File: src/rtl/cbus_arbiter.sv
// ============================================================================
// Module   : cbus_arbiter
// Purpose  : Burst-granular arbiter sharing one cache bus among NUM_REQ masters.
//            Optional round-robin policy when CBUS_ARBITER_RR_EN is defined.
// Revision : 1.0 - initial release
// ============================================================================
`default_nettype none

package cbus_pkg;
    localparam logic [3:0] c_MLEN1  = 4'd0;
    localparam logic [3:0] c_MLEN4  = 4'd3;
    localparam logic [3:0] c_MLEN16 = 4'd15;

    typedef struct packed {
        logic        valid;
        logic        is_write;
        logic [31:0] addr;
        logic [2:0]  size;
        logic [3:0]  len;
        logic [3:0]  strobe;
        logic [31:0] data;
    } cbus_req_t;

    typedef struct packed {
        logic        ready;
        logic        last;
        logic [31:0] data;
    } cbus_resp_t;
endpackage

module cbus_arbiter
    import cbus_pkg::*;
#(
    parameter int NUM_REQ  = 2,
    parameter int CNT_BITS = 5,
    localparam int OW      = (NUM_REQ > 1) ? $clog2(NUM_REQ) : 1
) (
    input  logic              clk,
    input  logic              resetn,
    input  cbus_req_t         ireqs  [NUM_REQ],
    output cbus_resp_t        oresps [NUM_REQ],
    output cbus_req_t         oreq,
    input  cbus_resp_t        iresp,
    output logic              busy_o,
    output logic [OW-1:0]     owner_o,
    output logic              proto_err_o
);

    typedef enum logic [0:0] {
        IDLE = 1'b0,
        BUSY = 1'b1
    } state_t;

    state_t               r_state;
    logic [OW-1:0]        r_owner;
    logic [CNT_BITS-1:0]  r_cnt;
    logic                 r_err;

    logic                 w_any;
    logic [OW-1:0]        w_winner;
    logic                 w_fire;
    logic                 w_len_bad;
    cbus_req_t            w_oreq;

    always_comb begin
        w_oreq = '0;
        if (r_state == BUSY) begin
            w_oreq = ireqs[r_owner];
        end
    end

    always_comb begin
        for (int i = 0; i < NUM_REQ; i++) begin
            oresps[i] = '0;
        end
        if (r_state == BUSY) begin
            oresps[r_owner] = iresp;
        end
    end

`ifdef CBUS_ARBITER_RR_EN
    logic [OW-1:0] r_last_grant;

    // Search begins one past the previous grant and wraps.
    always_comb begin
        w_any    = 1'b0;
        w_winner = '0;
        for (int k = 1; k <= NUM_REQ; k++) begin
            if (!w_any && ireqs[(int'(r_last_grant) + k) % NUM_REQ].valid) begin
                w_any    = 1'b1;
                w_winner = OW'((int'(r_last_grant) + k) % NUM_REQ);
            end
        end
    end

    always_ff @(posedge clk or negedge resetn) begin
        if (!resetn) begin
            r_last_grant <= OW'(NUM_REQ - 1);
        end else if (r_state == IDLE && w_any) begin
            r_last_grant <= w_winner;
        end
    end
`else
    always_comb begin
        w_any    = 1'b0;
        w_winner = '0;
        for (int i = NUM_REQ - 1; i >= 0; i--) begin
            if (ireqs[i].valid) begin
                w_any    = 1'b1;
                w_winner = OW'(i);
            end
        end
    end
`endif

    assign w_fire    = w_oreq.valid & iresp.ready;
    // Count holds completed beats, so `last` is legal only when count == len.
    assign w_len_bad = (r_cnt != CNT_BITS'(w_oreq.len));

    always_ff @(posedge clk or negedge resetn) begin
        if (!resetn) begin
            r_state <= IDLE;
            r_owner <= '0;
            r_cnt   <= '0;
            r_err   <= 1'b0;
        end else begin
            case (r_state)
                IDLE: begin
                    if (iresp.ready) begin
                        r_err <= 1'b1;
                    end
                    if (w_any) begin
                        r_state <= BUSY;
                        r_owner <= w_winner;
                        r_cnt   <= '0;
                    end
                end
                BUSY: begin
                    if (w_fire && (r_cnt != '1)) begin
                        r_cnt <= r_cnt + 1'b1;
                    end
                    if (w_fire && iresp.last && w_len_bad) begin
                        r_err <= 1'b1;
                    end
                    if (!w_oreq.valid || (w_fire && iresp.last)) begin
                        r_state <= IDLE;
                    end
                end
                default: r_state <= IDLE;
            endcase
        end
    end

    assign oreq        = w_oreq;
    assign busy_o      = (r_state == BUSY);
    assign owner_o     = r_owner;
    assign proto_err_o = r_err;

endmodule

`default_nettype wire

File: config.mk
export PLATFORM = sky130hd
export DESIGN_NAME = cbus_arbiter
export DESIGN_NICKNAME = d
export VERILOG_FILES = /design/src/rtl/cbus_arbiter.sv
export SDC_FILE = /design/constraint.sdc
export NUM_CORES = 1
export LEC_CHECK = 0
export ABC_AREA = 1
export CORE_AREA = 5 5 130 132
export DETAILED_ROUTE_END_ITERATION = 10
export DIE_AREA = 0 0 135 137
export HOLD_SLACK_MARGIN = 0.08
export PLACE_DENSITY = 0.64
export SETUP_SLACK_MARGIN = 0.4
export SYNTH_ARGS = -nofsm -noshare
export SYNTH_HDL_FRONTEND = slang
export SYNTH_SLANG_ARGS = --single-unit
File: constraint.sdc
create_clock -name clk -period 3.9 [get_ports clk]
set_clock_uncertainty 0.05 [all_clocks]
set_input_delay 0.78 -clock clk [delete_from_list [all_inputs] [get_ports clk]]
set_output_delay 0.78 -clock clk [all_outputs]
set_load 0.05 [all_outputs]
==> results of run 1 <==
-- flip-flops by register name, indices dropped and copies added (netlist names) --
register and cells:
r_cnt 5, busy_o 1, proto_err_o 1, owner_o 1
-- how the worst max path moves through the flow --
stage	startpoint	endpoint	cells past startpoint
2_1_floorplan	owner_o	oreq[67]	5
5_1_grt	ireqs[9]	oreq[9]	4
3_5_place_dp	ireqs[7]	oreq[7]	4
4_1_cts	ireqs[7]	oreq[7]	4
3_3_place_gp	ireqs[7]	oreq[7]	4
6_report	ireqs[153]	oreq[76]	4
-- what timing repair did --
action / 4_1_cts / 5_1_grt
gates resized for setup: 0 / 1
hold buffers: 0 / 0
setup endpoints to repair: 0 / 1
-- through the flow --
step           hold slack, ns  total power [uW]  std cells
5_1_grt                 0.474              5040        959
3_3_place_gp            0.424              4640        955
2_1_floorplan           0.434              3100        428
3_5_place_dp            0.430              4630        955
4_1_cts                 0.440              4820        959
6_report                0.430              4770        959
-- power by group through the flow --
stage | clock network [uW] | logic (uW) | registers [uW]
3_3_place_gp | 0 | 4500 | 138
5_1_grt | 185 | 4710 | 142
2_1_floorplan | 0 | 2940 | 166
6_report | 177 | 4460 | 137
4_1_cts | 180 | 4510 | 138
3_5_place_dp | 0 | 4490 | 139
-- kinds of logic after synthesis --
group,Yosys count,share of synthesized area [%]
simple gates,258,50.7
compound gates,86,22.0
buf+inv,73,15.6
flops,8,9.93
fa+ha+maj,2,1.24
xor+xnor,1,0.434
-- layout make-up --
type	count	share of cell area, %
clock buffers	4	1.41
flip-flops and latches	8	3.62
multi-input cells	347	26.9
repair buffers	343	60.3
well taps	216	4.85
inverters	41	2.85
-- cells in the final DEF (no fill, tap or decap) --
cell | netlist | routed
sky130_fd_sc_hd__inv_1 | 39 | 39
sky130_fd_sc_hd__clkbuf_1 | 5 | 1
sky130_fd_sc_hd__buf_4 | 1 | 38
sky130_fd_sc_hd__a21oi_1 | 77 | 77
sky130_fd_sc_hd__xor2_1 | 1 | 1
sky130_fd_sc_hd__o21ai_0 | 3 | 3
sky130_fd_sc_hd__nor2_1 | 74 | 74
sky130_fd_sc_hd__nand2_1 | 162 | 162
sky130_fd_sc_hd__buf_12 | 0 | 2
sky130_fd_sc_hd__inv_2 | 1 | 1
sky130_fd_sc_hd__clkinv_4 | 1 | 1
sky130_fd_sc_hd__dfrtp_1 | 8 | 7
sky130_fd_sc_hd__dlymetal6s2s_1 | 0 | 1
sky130_fd_sc_hd__nand3b_4 | 1 | 1
sky130_fd_sc_hd__clkdlybuf4s50_1 | 0 | 302
sky130_fd_sc_hd__dfrtp_2 | 0 | 1
sky130_fd_sc_hd__o211ai_1 | 1 | 1
sky130_fd_sc_hd__nand2_2 | 5 | 5
sky130_fd_sc_hd__o21ai_1 | 4 | 4
sky130_fd_sc_hd__clkbuf_16 | 0 | 3
sky130_fd_sc_hd__nand2_4 | 1 | 1
sky130_fd_sc_hd__a21oi_4 | 1 | 1
sky130_fd_sc_hd__ha_1 | 2 | 2
sky130_fd_sc_hd__nand3_1 | 15 | 15
-- worst min-delay path: stages, from the launching register on --
cell	delay, ns
sky130_fd_sc_hd__dfrtp_1	0.35
sky130_fd_sc_hd__a21oi_1	0.05
sky130_fd_sc_hd__nand2_1	0.05
-- routing by layer --
metal  part of all wire (%)  wire, um  up-vias
met1                     40      5430     1633
met3                    8.6      1180        8
met4                   0.76       104        0
met2                     51      6950      167
met5                      0         0        -
li1                       -         -     1951
-- cells in the mapped netlist --
master,count
sky130_fd_sc_hd__xor2_1,1
sky130_fd_sc_hd__nand2_4,1
sky130_fd_sc_hd__nor2_1,74
sky130_fd_sc_hd__clkinv_4,1
sky130_fd_sc_hd__o21ai_0,3
sky130_fd_sc_hd__o21ai_1,4
sky130_fd_sc_hd__inv_1,39
sky130_fd_sc_hd__nand3b_4,1
sky130_fd_sc_hd__dfrtp_1,8
sky130_fd_sc_hd__nand2_1,162
sky130_fd_sc_hd__inv_2,1
sky130_fd_sc_hd__nand3_1,15
sky130_fd_sc_hd__buf_4,1
sky130_fd_sc_hd__buf_6,1
sky130_fd_sc_hd__o211ai_1,1
sky130_fd_sc_hd__nand2_2,5
sky130_fd_sc_hd__a21oi_4,1
sky130_fd_sc_hd__a21oi_1,77
sky130_fd_sc_hd__buf_1,5
sky130_fd_sc_hd__ha_1,2
sky130_fd_sc_hd__clkbuf_1,5
sky130_fd_sc_hd__buf_2,20
==> implementation parameters, run 1 <==
Parameter                              Value

Flow run
  Max Cap Viol ... 0

Global route
  Met3 track demand over resource in global routing ... 3.27%
  GRT met1 Usage ... 15.8%
  Global Route Usage Sum ... 12.9%
  Residual overflow from global routing ... 0
  Most Crowded Layer GR ... met2
  Number of global-route vias before repair ... 3566
  Initial antenna violation count ... 1
  First-pass GRT wire length ... 19300 um
  Grt met2 use ... 23.7%
  Pin count of the biggest net entering global routing ... 80

STA
  Worst setup slack after layout ... 0.635 ns
  Time the final worst path needs with I/O delays and setup ... 3.26 ns
  Max Transition Viols Final ... 0
  Ratio of final minimum period to clock period ... 83.7%
  Unrepaired setup endpoints after global routing ... no
  # setup viols final ... 0
  F_max ... 306 MHz
  Final total negative setup slack ... 0 ns
  Fin. Hold Viols ... 0
  Worst slew slack as a fraction of its limit ... 49.6%
  Transition time of the tightest slew-check pin ... 0.756 ns

Power and ir drop
  Share of total power in sequential cells ... 2.9%
  Switching Share ... 66.9%
  Peak VDD IR ... 488 uV
  Pint ... 1580 uW
  Sw Pwr ... 3190 uW
  Power Dens Cells ... 856 mW/mm2
  Relative contribution of the clock network to total power ... 3.7%
  Share of power burned in combinational logic ... 93.4%
  Standby leakage power ... 0.00244 uW

Floorplanning
  Die ar. ... 0.0185 mm2
  IO Count ... 338
  Die X-Extent ... 135 um
  Die Y-Extent ... 137 um
  Starting Density ... 12.9%
  Core outline area ... 0.0156 mm2
  Std-Cell Rows ... 46

Critical path
  Crit-path cells ... clkdlybuf4s50_1, nand2_2, a21oi_4, clkdlybuf4s50_1
  Nature of the critical path startpoint ... input port
  Start-to-end type of the worst setup path ... in -> out
  Kind of end point of the critical path ... output port
  Most used cell along the critical path ... sky130_fd_sc_hd__clkdlybuf4s50_1
  Register-to-register setup slack ... 2.00 ns
  FF-to-FF path depth ... 6
  Cell type group with the largest total delay on the critical path ... buffers and inverters
  Reg-to-Reg Start ... busy_o
  Slowest cell on the critical path ... sky130_fd_sc_hd__clkdlybuf4s50_1
  Critical path data arrival time ... 2.43 ns
  Crit-path max FO ... 4
  Largest stage delay, worst path ... 0.84 ns
  Required time of the worst setup path ... 3.07 ns
  Number of buffer and inverter instances along the worst setup path ... 2
  RR Endpoint ... r_cnt[2]

Synthesis
  Yosys cell types ... 22
  Cell type with the highest aggregate area in the netlist ... sky130_fd_sc_hd__nand2_1
  Fraction of the yosys area taken by sequential cells ... 9.93%
  Cell types occupying the most area after synthesis ... sky130_fd_sc_hd__nand2_1 (30%), sky130_fd_sc_hd__a21oi_1 (19%), sky130_fd_sc_hd__nor2_1 (14%)
  Syn nets ... 620
  Synth warn ... 0
  Mapped Avg Cell Area ... 4.71 um2
  Number of storage elements in the synthesis netlist ... 8
  Netlist area before placement ... 0.00202 mm2
  Mapped Cells ... 428
  Fraction of post-synthesis cell area in the top cell type by area ... 30.1%

Outcome
  Result of the run ... complete, no violations

Place
  DPL Wire Length ... 11100 um
  Total cell area at the placement stage ... 0.00549 mm2
  Pre-CTS worst setup slack ... 0.485 ns
  Final weighted congestion in routability-driven placement ... 0.789
  Number of port buffers ... 337

Layout
  # nets final ... 936
  Fillers ... 1674
  Share of post-route cells with drive strength above 1 ... 7.27%
  Antenna Cells ... 0
  Utilization after layout ... 35.7%
  Sequential cell area ... 201 um2
  Fin area ... 0.00557 mm2
  Area added between synthesis and finish ... 176%
  Area of combinational cells with multiple inputs ... 0.00150 mm2

CTS
  H-tree levels ... 1
  Clock buffer count from CTS ... 3
  CTS tree ... done
  Clock transition at the registers of the reported paths ... 0.04 ns
  Buffer type at the clock tree root ... sky130_fd_sc_hd__clkbuf_16
  Number of buffers inserted to repair setup after CTS ... 0
  Worst-case clock buffer depth ... 2
  Clock network latency to the later pin of the worst-skew pair ... 0.23 ns
  Clk sink count ... 8

Detailed routing
  Post-detailed-route DRC marker count ... 0
  First-pass DRT Iterations ... 4
  Via density per instance ... 3.92
  Average routed wire per standard cell ... 14.2 um
  Number of vias after detailed routing ... 3759
  Final ANT Viol Nets ... 0
  Detailed Route WL ... 13700 um
  Detailed Route Iter0 Violations ... 153

Hold path
  HP Start ... proto_err_o
  Kind of path behind the tightest hold check ... reg -> reg
  Worst Hold Depth ... 2
  Endpoint with the worst hold slack ... proto_err_o
Power figures use the tool's default switching activity.
==> run 2: changes to the inputs <==
--- a/config.mk
+++ b/config.mk
@@ -6,11 +6,11 @@
 export NUM_CORES = 1
 export LEC_CHECK = 0
 export ABC_AREA = 1
-export CORE_AREA = 5 5 130 132
+export CORE_AREA = 5 5 126 128
 export DETAILED_ROUTE_END_ITERATION = 10
-export DIE_AREA = 0 0 135 137
+export DIE_AREA = 0 0 131 133
 export HOLD_SLACK_MARGIN = 0.08
-export PLACE_DENSITY = 0.64
+export PLACE_DENSITY = 0.69
 export SETUP_SLACK_MARGIN = 0.4
 export SYNTH_ARGS = -nofsm -noshare
 export SYNTH_HDL_FRONTEND = slang
==> constraint.sdc (replaced) <==
create_clock -name clk -period 2.9 [get_ports clk]
set_clock_uncertainty 0.05 [all_clocks]
set_input_delay 0.58 -clock clk [delete_from_list [all_inputs] [get_ports clk]]
set_output_delay 0.58 -clock clk [all_outputs]
set_load 0.05 [all_outputs]
==> implementation parameters, run 2 (same netlist as run 1, synthesis figures left out) <==
Parameter                              Value

STA
  Final total negative setup slack ... 0 ns (unchanged)
  Hold_ws ... 0.462 ns (+0.0321 ns)
  Worst slew slack as a fraction of its limit ... 59.8% (+10 points)
  F_max ... 413 MHz
  Fin. Hold Viols ... 0 (unchanged)
  Max Transition Viols Final ... 0 (unchanged)
  Unrepaired setup endpoints after global routing ... yes
  Time the final worst path needs with I/O delays and setup ... 2.42 ns
  # setup viols final ... 0 (unchanged)
  Transition time of the tightest slew-check pin ... 0.599 ns (-0.157 ns)
  Ratio of final minimum period to clock period ... 83.5%

Global route
  Initial antenna violation count ... 0 (-1)
  Residual overflow from global routing ... 0 (unchanged)
  Pin count of the biggest net entering global routing ... 42 (-48%)
  Global Route Usage Sum ... 16.1% (+3.2 points)
  Number of global-route vias before repair ... 3662 (+2.7%)
  First-pass GRT wire length ... 21500 um (+12%)

Layout
  Utilization after layout ... 44.4% (+8.7 points)
  Most frequent standard cell in the layout excluding fill and tap cells ... sky130_fd_sc_hd__clkdlybuf4s50_1
  Fin area ... 0.00655 mm2 (+18%)
  Register ranked first by flip-flop count ... r_cnt
  Commonest non-fill, non-tap cells in the layout ... sky130_fd_sc_hd__clkdlybuf4s50_1 (192), sky130_fd_sc_hd__nand2_1 (162), sky130_fd_sc_hd__buf_12 (82), sky130_fd_sc_hd__buf_4 (69), sky130_fd_sc_hd__a21oi_2 (49)
  Share of post-route cells with drive strength above 1 ... 33.0% (+26 points)
  Max FFs per register ... 5 (unchanged)
  Area added between synthesis and finish ... 225%
  Antenna Cells ... 0 (unchanged)
  # nets final ... 938 (+0.21%)
  Fillers ... 1482 (-11%)

Critical path
  Crit-path cells ... inv_8, buf_12, nand2_1, a21oi_1, buf_12
  Number of buffer and inverter instances along the worst setup path ... 3 (+1)
  Kind of end point of the critical path ... output port
  FF-to-FF path depth ... 7 (+1)
  Crit-path max FO ... 41 (+37)
  Start-to-end type of the worst setup path ... reg -> out
  Nature of the critical path startpoint ... flop
  Most used cell along the critical path ... sky130_fd_sc_hd__buf_12
  Reg-to-Reg Start ... owner_o
  Cell type group with the largest total delay on the critical path ... buffers and inverters
  Largest stage delay, worst path ... 0.49 ns (-0.35 ns)
  RR Endpoint ... r_cnt[2]
  Critical path data arrival time ... 1.79 ns (-0.64 ns)
  Slowest cell on the critical path ... sky130_fd_sc_hd__dfrtp_2
  Register-to-register setup slack ... 1.04 ns (-0.96 ns)
  Required time of the worst setup path ... 2.27 ns (-0.80 ns)

Hold path
  Kind of path behind the tightest hold check ... reg -> reg
  HP Start ... proto_err_o
  Worst Hold Depth ... 2 (unchanged)
  Endpoint with the worst hold slack ... proto_err_o

CTS
  Clock transition at the registers of the reported paths ... 0.04 ns (about the same)
  Quantity of hold-fixing buffers added after cts ... 0 (unchanged)
  Clk sink count ... 8 (unchanged)
  Clock buffer count from CTS ... 3 (unchanged)
  H-tree levels ... 1 (unchanged)
  CTS tree ... done
  Clock network latency to the later pin of the worst-skew pair ... 0.24 ns (about the same)
  Worst-case clock buffer depth ... 2 (unchanged)
  Buffer type at the clock tree root ... sky130_fd_sc_hd__clkbuf_16

Floorplanning
  Die Y-Extent ... 133 um (-2.9%)
  IO Count ... 338 (unchanged)
  Die ar. ... 0.0174 mm2 (-5.8%)
  Core outline area ... 0.0148 mm2 (-5.4%)
  Die X-Extent ... 131 um (-3.0%)
  Std-Cell Rows ... 45 (-2.2%)
  Starting Density ... 13.7% (+0.74 points)

Power and ir drop
  Peak VDD IR ... 433 uV (-11%)
  Power Dens Cells ... 1190 mW/mm2 (+39%)
  Standby leakage power ... 0.00290 uW (+19%)

Flow run
  Max Cap Viol ... 0 (unchanged)

Detailed routing
  Detailed Route WL ... 15600 um (+14%)
  Via density per instance ... 4.12 (+5.1%)
  Post-detailed-route DRC marker count ... 0 (unchanged)
  Detailed Route Iter0 Violations ... 94 (-39%)
  Final ANT Viol Nets ... 0 (unchanged)
  Number of vias after detailed routing ... 3843 (+2.2%)
  Average routed wire per standard cell ... 16.7 um (+17%)
  First-pass DRT Iterations ... 4 (unchanged)

Place
  Total cell area at the placement stage ... 0.00645 mm2 (+18%)
  Final weighted congestion in routability-driven placement ... 0.825 (+4.6%)
  DPL Wire Length ... 13600 um (+22%)
  Number of port buffers ... 337 (unchanged)

Outcome
  Result of the run ... complete, no violations
-- run 2: worst max path at each step --
| stage | from | end | slack (ns) | cells past startpoint |
|---|---|---|---|---|
| finish | owner_o | oreq[52] | 0.48 | 5 |
| global route | owner_o | oreq[76] | 0.39 | 4 |
| CTS | owner_o | oresps[67] | 0.43 | 5 |
| detailed placement | ireqs[76] | oreq[76] | 0.52 | 4 |
| global placement | ireqs[76] | oreq[76] | 0.52 | 4 |
| floorplan | owner_o | oreq[70] | 0.25 | 5 |
-- run 2: metrics by stage --
stage,instances,worst slack [ns],total power [uW]
floorplan,428,0.250,4440
global placement,929,0.517,7610
detailed placement,929,0.517,7640
CTS,933,0.433,7900
global route,933,0.391,8160
finish,933,0.478,7810
-- run 2: tightest hold or removal path, cell delays in order (launching register included) --
cell and delay [ns]:
sky130_fd_sc_hd__dfrtp_1 0.37, sky130_fd_sc_hd__a21oi_1 0.05, sky130_fd_sc_hd__nand2_1 0.06
-- run 2: layer usage --
layer | up-vias | GRT usage, % | routed length, um
li1 | 1955 | - | -
met1 | 1665 | 15.7 | 5090
met2 | 213 | 30.8 | 8070
met3 | 10 | 6.74 | 2100
met4 | 0 | 3.77 | 291
met5 | - | 0 | 0
-- run 2: layout make-up --
class / count / area [um2] / area share (%)
multi-input cells: 347 / 1770 / 27.0
well taps: 188 / 235 / 3.59
inverters: 41 / 163 / 2.48
clock buffers: 4 / 78.8 / 1.20
repair buffers: 345 / 4110 / 62.7
flip-flops and latches: 8 / 201 / 3.08
-- run 2: what timing repair did --
item                       CTS  global route
setup buffers                0             0
resized for setup            1             4
setup endpoints to repair    3            14
-- run 2: power by group --
group          internal, uW  switching (uW)
registers               145            52.0
logic                  2670            4700
clock network           184            59.2
total                  3000            4820
